==> src/rtl/alu_unit.sv <==
// Registered integer ALU: ten RISC-style operations selected by {funct7[5], funct3}.
// Result and valid are registered for one cycle of latency. The zero flag is decoded from the registered result.
module alu_unit #(
  parameter  int WIDTH = 4,
  localparam int SHW   = $clog2(WIDTH)
) (
  input  logic             clk,
  input  logic             rst_n,
  input  logic             in_valid,
  input  logic [WIDTH-1:0] A,
  input  logic [WIDTH-1:0] B,
  input  logic [3:0]       alu_op,
  output logic [WIDTH-1:0] alu_out,
  output logic             zero,
  output logic             out_valid
);

  localparam logic [3:0] OP_ADD  = 4'b0000;
  localparam logic [3:0] OP_SUB  = 4'b1000;
  localparam logic [3:0] OP_SLL  = 4'b0001;
  localparam logic [3:0] OP_SRL  = 4'b0101;
  localparam logic [3:0] OP_SRA  = 4'b1101;
  localparam logic [3:0] OP_SLT  = 4'b0010;
  localparam logic [3:0] OP_SLTU = 4'b0011;
  localparam logic [3:0] OP_XOR  = 4'b0100;
  localparam logic [3:0] OP_OR   = 4'b0110;
  localparam logic [3:0] OP_AND  = 4'b0111;

  logic [WIDTH-1:0] result_s;
  logic [SHW-1:0]   shamt_s;
  logic [WIDTH-1:0] alu_out_r;
  logic             out_valid_r;

  assign shamt_s = B[SHW-1:0];

  // Combinational operation decode; unassigned opcodes produce zero
  always_comb begin
    result_s = {WIDTH{1'b0}};
    case (alu_op)
      OP_ADD:  result_s = A + B;
      OP_SUB:  result_s = A - B;
      OP_SLL:  result_s = A << shamt_s;
      OP_SRL:  result_s = A >> shamt_s;
      OP_SRA:  result_s = $signed(A) >>> shamt_s;
      OP_SLT:  result_s = {{(WIDTH-1){1'b0}}, ($signed(A) < $signed(B))};
      OP_SLTU: result_s = {{(WIDTH-1){1'b0}}, (A < B)};
      OP_XOR:  result_s = A ^ B;
      OP_OR:   result_s = A | B;
      OP_AND:  result_s = A & B;
      default: result_s = {WIDTH{1'b0}};
    endcase
  end

  // Result register: captures only on valid input, so idle cycles hold the last result
  always_ff @(posedge clk) begin
    if (!rst_n) begin
      alu_out_r   <= {WIDTH{1'b0}};
      out_valid_r <= 1'b0;
    end else if (in_valid) begin
      alu_out_r   <= result_s;
      out_valid_r <= 1'b1;
    end else begin
      alu_out_r   <= alu_out_r;
      out_valid_r <= 1'b0;
    end
  end

  assign alu_out   = alu_out_r;
  assign out_valid = out_valid_r;
  assign zero      = (alu_out_r == {WIDTH{1'b0}});

endmodule

==> config.mk <==
export PLATFORM = sky130hd
export DESIGN_NAME = alu_unit
export DESIGN_NICKNAME = d
export VERILOG_FILES = /design/src/rtl/alu_unit.sv
export SDC_FILE = /design/constraint.sdc
export NUM_CORES = 1
export LEC_CHECK = 0
export ABC_AREA = 1
export CELL_PAD_IN_SITES_DETAIL_PLACEMENT = 1
export CELL_PAD_IN_SITES_GLOBAL_PLACEMENT = 2
export CORE_ASPECT_RATIO = 1.1
export CORE_UTILIZATION = 31
export DETAILED_ROUTE_END_ITERATION = 10
export DONT_BUFFER_PORTS = 1
export PLACE_DENSITY_LB_ADDON = 0.25
export SLEW_MARGIN = 20
export SYNTH_ARGS = -nofsm -noshare
export SYNTH_HDL_FRONTEND = slang
export SYNTH_SLANG_ARGS = --single-unit
export TNS_END_PERCENT = 30
==> constraint.sdc <==
create_clock -name clk -period 2 [get_ports clk]
set_input_delay 0.4 -clock clk [delete_from_list [all_inputs] [get_ports clk]]
set_output_delay 0.4 -clock clk [all_outputs]
set_load 0.05 [all_outputs]
==> impl.org, run 1 <==
** Status
- The flow ran to the end, and the final reports show no timing, DRC or antenna violations.

** Min path
- In this run the worst hold path is classified as in -> reg.

** Setup path
- The worst register-to-register path has a depth of 2.
- For this run, the slowest stage of the critical path takes about 0.48 ns.
- By startpoint and endpoint, the worst setup path is classified as reg -> out.
- Worst path cell trace :: nor4_2, buf_4
- Top delay family on crit path :: flip-flops
- Tracing the worst setup path back leads to its startpoint at alu_out[2].
- Cell with the biggest individual delay on the critical path :: sky130_fd_sc_hd__dfxtp_1
- In this run the worst path has a maximum fanout of 3.
- Worst Path Arrival :: about 1.4 ns
- Endpoint of the most critical setup path :: zero
- At the worst endpoint, the required time is around 1.6 ns.
- STA classifies the critical path startpoint as a flip-flop.
- Startpoint of the worst register-to-register path :: alu_out[2]
- For flop-to-flop paths, the worst setup slack is between 0.9 and 1 ns.
- Crit path capture type :: primary output
- Crit Reg-Reg Endpoint :: alu_out[2]
- Crit path buf inv count :: 1
- Crit. path cell count :: 2

** Global route
- Pin count of the biggest net entering global routing :: 11
- The number of global-route vias before repair came to between 1,000 and 1,500.
- The number of antenna violations at the first check in global routing is 0.
- The first global-routing pass estimated about 5000 um of wire.
- Overall routing resource usage :: 0.185
- Congestion Overflow GR :: 0

** Floorplan
- Starting density of the core :: 0.327
- Height of the die :: ~61 um
- FP Rows :: 21
- I/O Pins :: 21
- In this run the standard cell core region covers around 3000 um^2.
- Die area :: roughly 3400 um^2
- Horizontal die dimension :: 56.1 um

** CTS
- The clock net in this run drives a total of 5 sinks.
- Clock-pin slew of the registers on the worst-case setup and hold paths :: approximately 0.050 ns
- Maximum count of clock buffers along a single path :: 2
- Inserted Clock Buffers :: 3
- The tree is rooted in a sky130_fd_sc_hd__clkbuf_4.
- Number of hold buffers added after cts :: 0
- Clock latency on the worst-skew pair, taken at its later pin, is approximately 0.25 ns.
- In this run the number of H-tree levels came out at 1.
- Post-CTS timing repair inserted 0 buffers for setup.
- After clock tree synthesis, the repair step resized 0 gates.
- TritonCTS built the clock tree.

** Timing
- Static timing analysis puts the maximum clock frequency at around 560 MHz.
- The worst path in the final design needs a cycle of 1.78 ns, including I/O delays and setup.
- Summed over all failing endpoints, the final setup total negative slack is 0 ns.
- In this run the tightest slew margin relative to its limit is 0.616.
- Count of final setup violators :: 0
- Hold Vio Cnt, Final :: 0
- For the pin with the worst max-slew slack, the measured transition is roughly 0.57 ns.
- The clock arrives with 0 ns of skew.
- The max-slew violation count came to 0.
- Period utilisation layout :: 0.889
- Setup repair after global routing left no endpoint under its margin.

** Pwr
- The internal power of the cells totals between 0.2 and 0.25 mW.
- Of the total power, registers draw 0.293.
- Clk network pwr share :: 0.278
- In this run the power spent charging and discharging nets is between 0.15 and 0.2 mW.
- The share of total power dissipated in combinational logic is 0.429.
- The worst-case IR drop observed on VDD is ~250 uV.
- Power spread over the standard cell area amounts to 395 nW/um^2.
- Static power due to leakage :: slightly below 0.6 nW
- Switching share of power :: 0.427

** Detailed routing
- Via/cell ratio :: 5.07
- The first TritonRoute pass finished after 4 iterations.
- In this run the remaining antenna-violating nets after routing total 0.
- The detailed router finished its first iteration with 29 violations.
- Wirelength per Cell :: 14.2 um
- Routed wire length :: 3080 um
- Routed vias :: ~1,100
- Number of remaining DRC errors :: 0

** Cells and area
- Once layout is done, the placed cells without fillers occupy ~1100 um^2.
- Leading cell type in the layout, fill and taps excluded :: sky130_fd_sc_hd__nand2_1
- Most frequent cells in the layout :: 58 x sky130_fd_sc_hd__nand2_1, 25 x sky130_fd_sc_hd__inv_1, 24 x sky130_fd_sc_hd__nand3_1
- Share of post-route cells with drive strength above 1 :: 0.104
- Measured on the finished design, the core utilization comes to 0.358.
- From synthesis to final layout, the design area changed by 9.29%.
- The net count of the finished layout is between 200 and 250.
- Diode insertion count for antenna repair :: 0

** Synthesis
- Number of nets produced by synthesis :: approximately 200
- Post-Syn Area per Cell :: roughly 5.7 um^2
- Flip-flop and latch count after synthesis :: 5
- Instance count of the mapped netlist :: between 150 and 200
- The synthesized netlist occupies a cell area of roughly 1000 um^2.
- The share of the Yosys chip area taken by registers is 0.100.
- Synthesis instantiated 25 different standard cells from the library.
- Synth warnings :: 0

** Placement
- In this run the tool buffered the top-level ports with 0 buffer cells.
- Summing all placed instances gives a cell area of between 1000 and 1500 um^2.
- Detailed placement finished with a half-perimeter wire length of ~2600 um.
- At the end of routability-driven placement, the weighted congestion stood at 0.819.

** Run
- Max-cap violations in this run came to 0.
[final cells by class]
type                       instances  area [um^2]
multi-input combinational        141          790
sequential                         5          100
timing repair buffer               3         22.5
inverter                          29          109
clock buffer                       4         26.3
tap                               34         42.5
fill                             431         1960
[layer usage]
| metal | share of wire | global-route usage | routed length, um |
|---|---|---|---|
| met3 | 0.038 | 0.0315 | 116 |
| met5 | 0 | 0 | 0 |
| met4 | 0.0049 | 0.0209 | 15 |
| met1 | 0.48 | 0.237 | 1490 |
| met2 | 0.47 | 0.340 | 1460 |
[worst min path at each step]
| stage | start | depth (start not counted) | slack (ns) | to |
|---|---|---|---|---|
| floorplan | in_valid | 2 | 0.49 | out_valid |
| global placement | in_valid | 2 | 0.50 | out_valid |
| detailed placement | in_valid | 2 | 0.51 | out_valid |
| CTS | in_valid | 2 | 0.26 | out_valid |
| global route | in_valid | 2 | 0.28 | out_valid |
| finish | in_valid | 2 | 0.26 | out_valid |
[state kept, by name, summed over array words and instances (netlist names)]
signal,count
out_valid,1
alu_out,4
[power groups by stage]
stage / clock, mW / sequential [mW] / combinational (mW)
3_3_place_gp: 0 / 0.128 / 0.181
3_5_place_dp: 0 / 0.128 / 0.184
6_report: 0.120 / 0.126 / 0.184
4_1_cts: 0.120 / 0.126 / 0.185
2_1_floorplan: 0 / 0.131 / 0.135
5_1_grt: 0.127 / 0.127 / 0.207
[through the flow]
step / cells / power [mW] / hold slack (ns) / setup slack [ns]
after floorplan: 176 / 0.266 / 0.493 / 0.0801
after global placement: 212 / 0.308 / 0.497 / 0.0948
after detailed placement: 212 / 0.312 / 0.509 / 0.0860
after CTS: 216 / 0.431 / 0.256 / 0.231
after global routing: 216 / 0.462 / 0.283 / 0.171
final: 216 / 0.430 / 0.255 / 0.222
[Yosys cell counts]
cell                       number  area (um^2)
sky130_fd_sc_hd__a21oi_1        5         25.0
sky130_fd_sc_hd__a21oi_2        1         8.76
sky130_fd_sc_hd__and2_1         1         6.26
sky130_fd_sc_hd__buf_2          1         5.00
sky130_fd_sc_hd__clkinv_1       1         3.75
sky130_fd_sc_hd__dfxtp_1        5          100
sky130_fd_sc_hd__fa_1           2         40.0
sky130_fd_sc_hd__ha_1          13          163
sky130_fd_sc_hd__inv_1         25         93.8
sky130_fd_sc_hd__inv_2          3         11.3
sky130_fd_sc_hd__nand2_1       58          218
sky130_fd_sc_hd__nand2_2        3         18.8
sky130_fd_sc_hd__nand3_1       24          120
sky130_fd_sc_hd__nand3b_1       2         15.0
sky130_fd_sc_hd__nand4_1        1         6.26
sky130_fd_sc_hd__nor2_1        16         60.1
sky130_fd_sc_hd__nor2_2         3         18.8
sky130_fd_sc_hd__nor2_4         2         22.5
sky130_fd_sc_hd__nor3_1         1         5.00
sky130_fd_sc_hd__nor4_1         1         6.26
sky130_fd_sc_hd__o211ai_1       1         7.51
sky130_fd_sc_hd__o21ai_0        3         15.0
sky130_fd_sc_hd__o21ai_1        2         10.0
sky130_fd_sc_hd__xnor2_1        1         8.76
sky130_fd_sc_hd__xor2_1         1         8.76
[kinds of logic after synthesis]
logic type	share of synthesized area
flops	0.100
xor+xnor	0.0176
simple gates	0.498
buf+inv	0.114
compound gates	0.0665
fa+ha+maj	0.203
No activity file was read; power rests on OpenSTA's default activity.
==> run 2, diff against run 1 <==
--- a/config.mk
+++ b/config.mk
@@ -6,10 +6,10 @@
 export NUM_CORES = 1
 export LEC_CHECK = 0
 export ABC_AREA = 1
-export CELL_PAD_IN_SITES_DETAIL_PLACEMENT = 1
-export CELL_PAD_IN_SITES_GLOBAL_PLACEMENT = 2
+export CELL_PAD_IN_SITES_DETAIL_PLACEMENT = 0
+export CELL_PAD_IN_SITES_GLOBAL_PLACEMENT = 1
 export CORE_ASPECT_RATIO = 1.1
-export CORE_UTILIZATION = 31
+export CORE_UTILIZATION = 45
 export DETAILED_ROUTE_END_ITERATION = 10
 export DONT_BUFFER_PORTS = 1
 export PLACE_DENSITY_LB_ADDON = 0.25
==> constraint.sdc (replaced) <==
create_clock -name clk -period 2.2 [get_ports clk]
set_input_delay 0.44 -clock clk [delete_from_list [all_inputs] [get_ports clk]]
set_output_delay 0.44 -clock clk [all_outputs]
set_load 0.05 [all_outputs]
==> impl.org, run 2 (synthesis results as in run 1) <==
** Floorplan
- The floorplan core area was 2040 um^2 (-33%).
- Starting density of the core :: 0.488 (+0.161)
- I/O Pins :: 21 (unchanged)
- The total number of placement rows is 17 (-19%).
- The die extent in y is 51.4 um (-16%).
- The die outline area was 2410 um^2 (-30%).
- The die span in x is 46.9 um (-16%).

** CTS
- The buffer levels on the longest clock path is 2 (unchanged).
- The clock transition at the registers of the reported paths came to 0.04 ns (about the same).
- Clock tree synthesis selected as its root buffer the cell sky130_fd_sc_hd__clkbuf_4.
- Post-CTS repair timing setup buffer count :: 0 (unchanged)
- Number of hold buffers added after cts :: 0 (unchanged)
- H-tree depth :: 1 (unchanged)
- Inserted Clock Buffers :: 3 (unchanged)
- Number of cells upsized or downsized after cts :: 0 (unchanged)
- CTS tree :: yes
- The number of sinks handled by clock tree synthesis was 5 (unchanged).
- The clock network latency to the later pin of the worst-skew pair was 0.24 ns (about the same).

** Cells and area
- The net total in the final layout was 212 (-0.47%).
- Share of post-route cells with drive strength above 1 :: 0.0994 (-0.00495)
- Total area of sequential cells :: 100 um^2 (unchanged)
- The diode insertion count for antenna repair was 0 (unchanged).
- The core utilization of the finished layout is 0.526 (+0.169).
- Leading cell type in the layout, fill and taps excluded :: sky130_fd_sc_hd__nand2_1
- Number of filler instances in the final layout :: 238 (-45%)
- Number of flip-flops under the largest register name :: 4 (unchanged)
- Most frequent cells in the layout :: 58 x sky130_fd_sc_hd__nand2_1, 25 x sky130_fd_sc_hd__inv_1, 24 x sky130_fd_sc_hd__nand3_1
- The combined area of the multi-input logic cells was 790 um^2 (unchanged).
- Post-synthesis to final-layout area growth :: 7.78%

** Detailed routing
- Via/cell ratio :: 4.98 (-1.7%)
- Antenna Violating Nets Remaining :: 0 (unchanged)
- DR iter-0 viols :: 29 (unchanged)
- The routed wire length was 2460 um (-20%).
- Wirelength per Cell :: 11.8 um (-17%)
- The DRC violation count after routing was 0 (unchanged).
- Routed vias :: 1,041 (-4.9%)
- First-pass DRT Iterations :: 4 (unchanged)

** Status
- The run finished with clean final reports.

** Timing
- In the finished design, the share of the clock period the worst path needs comes to 0.792.
- Hold Vio Cnt, Final :: 0 (unchanged)
- Setup repair after global routing left no endpoint under its margin.
- Based on the critical path, the design can be clocked at up to 574 MHz.
- The smallest clock period supported by the final layout is computed as 1.74 ns.
- The max-slew violation count came to 0 (unchanged).
- Layout Skew :: 0 ns (unchanged)
- The final setup violation count is 0 (unchanged).
- Worst-case headroom to the max-slew limit :: 0.625 (+0.00833)
- Worst Tran Pin Value :: 0.562 ns (-0.0125 ns)
- The sum of negative setup slack is 0 ns (unchanged).

** Global route
- The wire length of the first global-routing pass came to 4040 um (-20%).
- The global route total overflow is 0 (unchanged).
- Overall routing resource usage :: 0.232 (+0.0470)
- The number of antenna violations at the first check in global routing is 0 (unchanged).
- The number of global-route vias before repair is 1,014 (-8.3%).
- Pin count of the biggest net entering global routing :: 13 (+2)

** Setup path
- The critical path data required time was 1.76 ns (+0.16 ns).
- Critical path startpoint category :: flip-flop
- Cell with the biggest individual delay on the critical path :: sky130_fd_sc_hd__dfxtp_1
- Stage delay of the slowest cell on the critical path :: 0.48 ns (about the same)
- Type of the setup path with the least slack :: reg -> out
- STA classifies the critical path endpoint as a primary output.
- The critical path goes through nor4_2, buf_4.
- Crit path buf inv count :: 1 (unchanged)
- On the critical path the largest part of the delay comes from flip-flops.
- Worst Path Arrival :: 1.30 ns (-0.08 ns)
- Worst-path fanout max :: 3 (unchanged)

** Placement
- Half-perimeter wire length after detailed placement :: 2080 um (-21%)
- The routability congestion estimate is 0.847 (+3.5%).
- Port bufs :: 0 (unchanged)

** Pwr
- The worst ir drop on vdd is 180 uV (-28%).
- Power per Cell Area :: 353 nW/um^2 (-10%)
- Static power due to leakage :: 0.587 nW (-0.81%)

** Run
- The number of max-cap violations is 0 (unchanged).

** Min path
- In this run the worst hold path is classified as in -> reg.
-- run 2: cell count changes in the layout (fill, tap and decap cells not counted), sizes merged --
cell | before | now
buf | 3 | 2
-- run 2: area by class of cell --
type,count,area share
tap,28,0.0326
multi-input combinational,141,0.735
clock buffer,4,0.0244
timing repair buffer,2,0.0140
inverter,29,0.101
sequential,5,0.0931
-- run 2: per-layer routing --
metal / vias up / GRT usage / share of wire
met2: 27 / 0.389 / 0.48
li1: 558 / - / -
met3: 4 / 0.0283 / 0.048
met5: - / 0 / 0
met1: 452 / 0.293 / 0.46
met4: 0 / 0.0857 / 0.013
-- run 2: worst paths after layout --
path / startpoint / endpoint / slack (ns) / cells past startpoint
min: in_valid / out_valid / 0.30 / 2
max: alu_out[2] / zero / 0.46 / 2
min reg2reg: alu_out[1] / alu_out[1] / 0.66 / 3
max reg2reg: alu_out[2] / alu_out[2] / 1.17 / 2
-- run 2: metrics by stage --
step	hold WS [ns]	total power, mW	setup WS [ns]	instance area (um^2)	cells
finish	0.297	0.380	0.457	1070	209
global route	0.294	0.407	0.352	1070	209
floorplan	0.533	0.242	0.240	1000	176
CTS	0.293	0.383	0.442	1070	209
detailed placement	0.542	0.277	0.248	1050	205
global placement	0.534	0.274	0.282	1050	205
-- run 2: power breakdown --
part           total, mW  internal (mW)  switching, mW  leakage, nW
registers          0.114         0.0962         0.0182       0.0409
clock network      0.104         0.0684         0.0353       0.0150
logic              0.161         0.0580          0.104        0.531
total              0.380          0.223          0.157        0.587
==> run 3, diff against run 2 <==
--- a/config.mk
+++ b/config.mk
@@ -9,7 +9,7 @@
 export CELL_PAD_IN_SITES_DETAIL_PLACEMENT = 0
 export CELL_PAD_IN_SITES_GLOBAL_PLACEMENT = 1
 export CORE_ASPECT_RATIO = 1.1
-export CORE_UTILIZATION = 45
+export CORE_UTILIZATION = 42
 export DETAILED_ROUTE_END_ITERATION = 10
 export DONT_BUFFER_PORTS = 1
 export PLACE_DENSITY_LB_ADDON = 0.25
==> constraint.sdc (replaced) <==
create_clock -name clk -period 1.7 [get_ports clk]
set_input_delay 0.34 -clock clk [delete_from_list [all_inputs] [get_ports clk]]
set_output_delay 0.34 -clock clk [all_outputs]
set_load 0.05 [all_outputs]
==> impl.org, run 3 (synthesis results as in run 1) <==
** Timing
- Layout Skew :: 0 ns (unchanged)
- The minimum setup slack in the final design is 0.167 ns (-0.291 ns).
- The final-report hold violation count is 0 (unchanged).
- The max-slew violation count is 0 (unchanged).
- Period utilisation layout :: 0.902
- Count of final setup violators :: 0 (unchanged)
- Time the final worst path needs with I/O delays and setup :: 1.53 ns
- Setup repair after global routing left no endpoint under its margin.
- Worst Tran Pin Value :: 0.468 ns (-0.0940 ns)
- Worst-case headroom to the max-slew limit :: 0.687 (+0.0628)
- Achievable clock frequency :: between 600 and 700 MHz

** Cells and area
- Total area of sequential cells :: 100 um^2 (unchanged)
- Final non-filler cell area :: 1130 um^2 (+5.2%)
- The diode insertion count for antenna repair came to 0 (unchanged).
- The fill cell instance count of the final layout came to 263 (+11%).
- The net total in the final layout was 218 (+2.8%).
- Compared with the post-synthesis result, the final layout area differs by 13.4%.
- In the layout the commonest cells are 58 x sky130_fd_sc_hd__nand2_1, 25 x sky130_fd_sc_hd__inv_1, 24 x sky130_fd_sc_hd__nand3_1.
- The flip-flop count of the largest register, all copies and words added is 4 (unchanged).
- Share of post-route cells with drive strength above 1 :: 0.128 (+0.0289)
- Multi-input gate area :: 798 um^2 (+1.1%)
- Leading cell type in the layout, fill and taps excluded :: sky130_fd_sc_hd__nand2_1

** Pwr
- Clk network pwr share :: 0.278 (+0.005)
- The combinational share of power is 0.461 (+0.036).
- The sequential group share of total power was 0.260 (-0.041).
- Switching share of power :: 0.419 (+0.00503)
- The power consumption is 0.517 mW (+36%).
- Worst vdd rail ir drop :: 296 uV (+65%)
- Power per Cell Area :: 457 nW/um^2 (+29%)
- The power dissipated by switching net loads came to 0.217 mW (+38%).
- The leakage power total came to 0.622 nW (+6.0%).
- Internal power :: 0.301 mW (+35%)

** Detailed routing
- The DRC violation count after routing was 0 (unchanged).
- Via/cell ratio :: 5.06 (+1.6%)
- Routed wire length :: 2580 um (+4.9%)
- The detailed-routing iteration count for the pre-antenna-repair pass was 6 (+2).
- The per-cell routed wire length was 11.9 um (+1.0%).
- Antenna Violating Nets Remaining :: 0 (unchanged)
- The number of DRC markers after the initial detailed-route iteration is 27 (-6.9%).
- The vias after detailed routing was 1,098 (+5.5%).

** Setup path
- Crit Reg-Reg Endpoint :: alu_out[3]
- The worst reg-to-reg setup slack was 0.80 ns (-0.37 ns).
- The worst setup path is launched from an input pin.
- Worst Setup SP :: A[0]
- Cell count of the worst reg-to-reg path :: 3 (+1)
- The largest driver fanout on the critical path is 4 (+1).
- The critical path data required time came to 1.83 ns (+0.07 ns).
- The arrival time at the worst endpoint was 1.66 ns (+0.36 ns).
- Startpoint of the worst register-to-register path :: alu_out[3]
- STA classifies the critical path endpoint as a flip-flop.
- The critical path is of the in -> reg type.

** CTS
- Inserted Clock Buffers :: 3 (unchanged)
- Clk_lat worst skew :: 0.25 ns (about the same)
- The number of sinks handled by clock tree synthesis is 5 (unchanged).
- Number of cells upsized or downsized after cts :: 0 (unchanged)
- The buffer levels on the longest clock path is 2 (unchanged).
- CTS placed an instance of sky130_fd_sc_hd__clkbuf_4 at the clock tree root.
- The clock transition at the registers of the reported paths was 0.04 ns (about the same).
- The count of H-tree levels built during CTS was 1 (unchanged).
- Number of hold buffers added after cts :: 0 (unchanged)
- CTS tree :: yes
- The buffer count from post-CTS setup fixing is 0 (unchanged).

** Placement
- Final weighted congestion in routability-driven placement :: 0.840 (-0.81%)
- Port bufs :: 0 (unchanged)
- Half-perimeter wire length after detailed placement :: 2150 um (+3.3%)
- The total cell area at the placement stage is 1100 um^2 (+5.4%).
- Pre-CTS setup slack :: -0.0788 ns (-0.327 ns)

** Run
- The number of max-cap violations came to 0 (unchanged).

** Min path
- The min-delay analysis places its worst path in the category in -> reg.
- Hold Crit Endpoint :: out_valid
- HP Start :: in_valid
- The depth of the worst hold-timing path was 2 (unchanged).

** Floorplan
- The die outline area is 2570 um^2 (+6.9%).
- Horizontal die dimension :: 48.5 um (+3.4%)
- The die extent in y was 53.1 um (+3.4%).
- FP Rows :: 18 (+1)
- The floorplan core area is 2250 um^2 (+10%).
- Starting density of the core :: 0.443 (-0.0456)
- I/O Pins :: 21 (unchanged)

** Global route
- The number of global-route vias before repair came to 1,034 (+2.0%).
- The wire length of the first global-routing pass is 4120 um (+1.9%).
- The number of antenna violations at the first check in global routing was 0 (unchanged).
- The largest net degree at the start of global routing came to 10 (-3).
- The global route total overflow was 0 (unchanged).
- The total global routing track utilization came to 0.214 (-0.0179).

** Status
- The flow ran to the end, and the final reports show no timing, DRC or antenna violations.
## run 3: cell types whose count changed in the layout (fill, tap and decap cells not counted)
cell / before / now
sky130_fd_sc_hd__buf_4: 2 / 8
sky130_fd_sc_hd__nor4_2: 1 / 0
sky130_fd_sc_hd__nor4_4: 0 / 1
## run 3: stage by stage
step	TNS [ns]	instances	util	hold slack [ns]
CTS	0	217	0.502	0.190
global placement	-0.0916	213	0.491	0.434
floorplan	0	176	-	0.433
global route	0	217	0.502	0.200
detailed placement	-0.0902	213	0.491	0.439
finish	0	217	0.502	0.190
## run 3: per-layer routing
metal | wire length [um] | GRT usage | up-vias
met4 | 10 | 0.0735 | 0
met2 | 1230 | 0.406 | 43
met5 | 0 | 0 | -
met1 | 1160 | 0.231 | 481
met3 | 180 | 0.0575 | 2
li1 | - | - | 572
## run 3: how the worst max path moves through the flow
stage,to,slack [ns],cells past startpoint
3_3_place_gp,alu_out[1],-0.09,9
3_5_place_dp,alu_out[1],-0.08,9
2_1_floorplan,alu_out[2],0.09,10
5_1_grt,alu_out[1],0.06,9
6_report,alu_out[1],0.17,9
4_1_cts,alu_out[1],0.17,9
## run 3: power by group through the flow
stage               combinational [mW]  clock (mW)  sequential [mW]
floorplan                        0.162           0            0.156
global placement                 0.234           0            0.137
detailed placement               0.236           0            0.137
CTS                              0.237       0.143            0.135
global route                     0.263       0.148            0.135
finish                           0.239       0.144            0.135
## run 3: area by class of cell
class,count,share of cell area
clock buffers,4,0.0232
multi-input cells,141,0.706
flip-flops and latches,5,0.0885
repair buffers,8,0.0531
well taps,30,0.0332
inverters,29,0.0962
## run 3: worst max-delay path, cell delays in order
cell                       delay, ns
sky130_fd_sc_hd__ha_1           0.15
sky130_fd_sc_hd__inv_1          0.06
sky130_fd_sc_hd__fa_1           0.48
sky130_fd_sc_hd__nand3b_1       0.10
sky130_fd_sc_hd__nand2_1        0.06
sky130_fd_sc_hd__nor2_1         0.13
sky130_fd_sc_hd__nand3_1        0.07
sky130_fd_sc_hd__o21ai_0        0.18
sky130_fd_sc_hd__a21oi_1        0.08
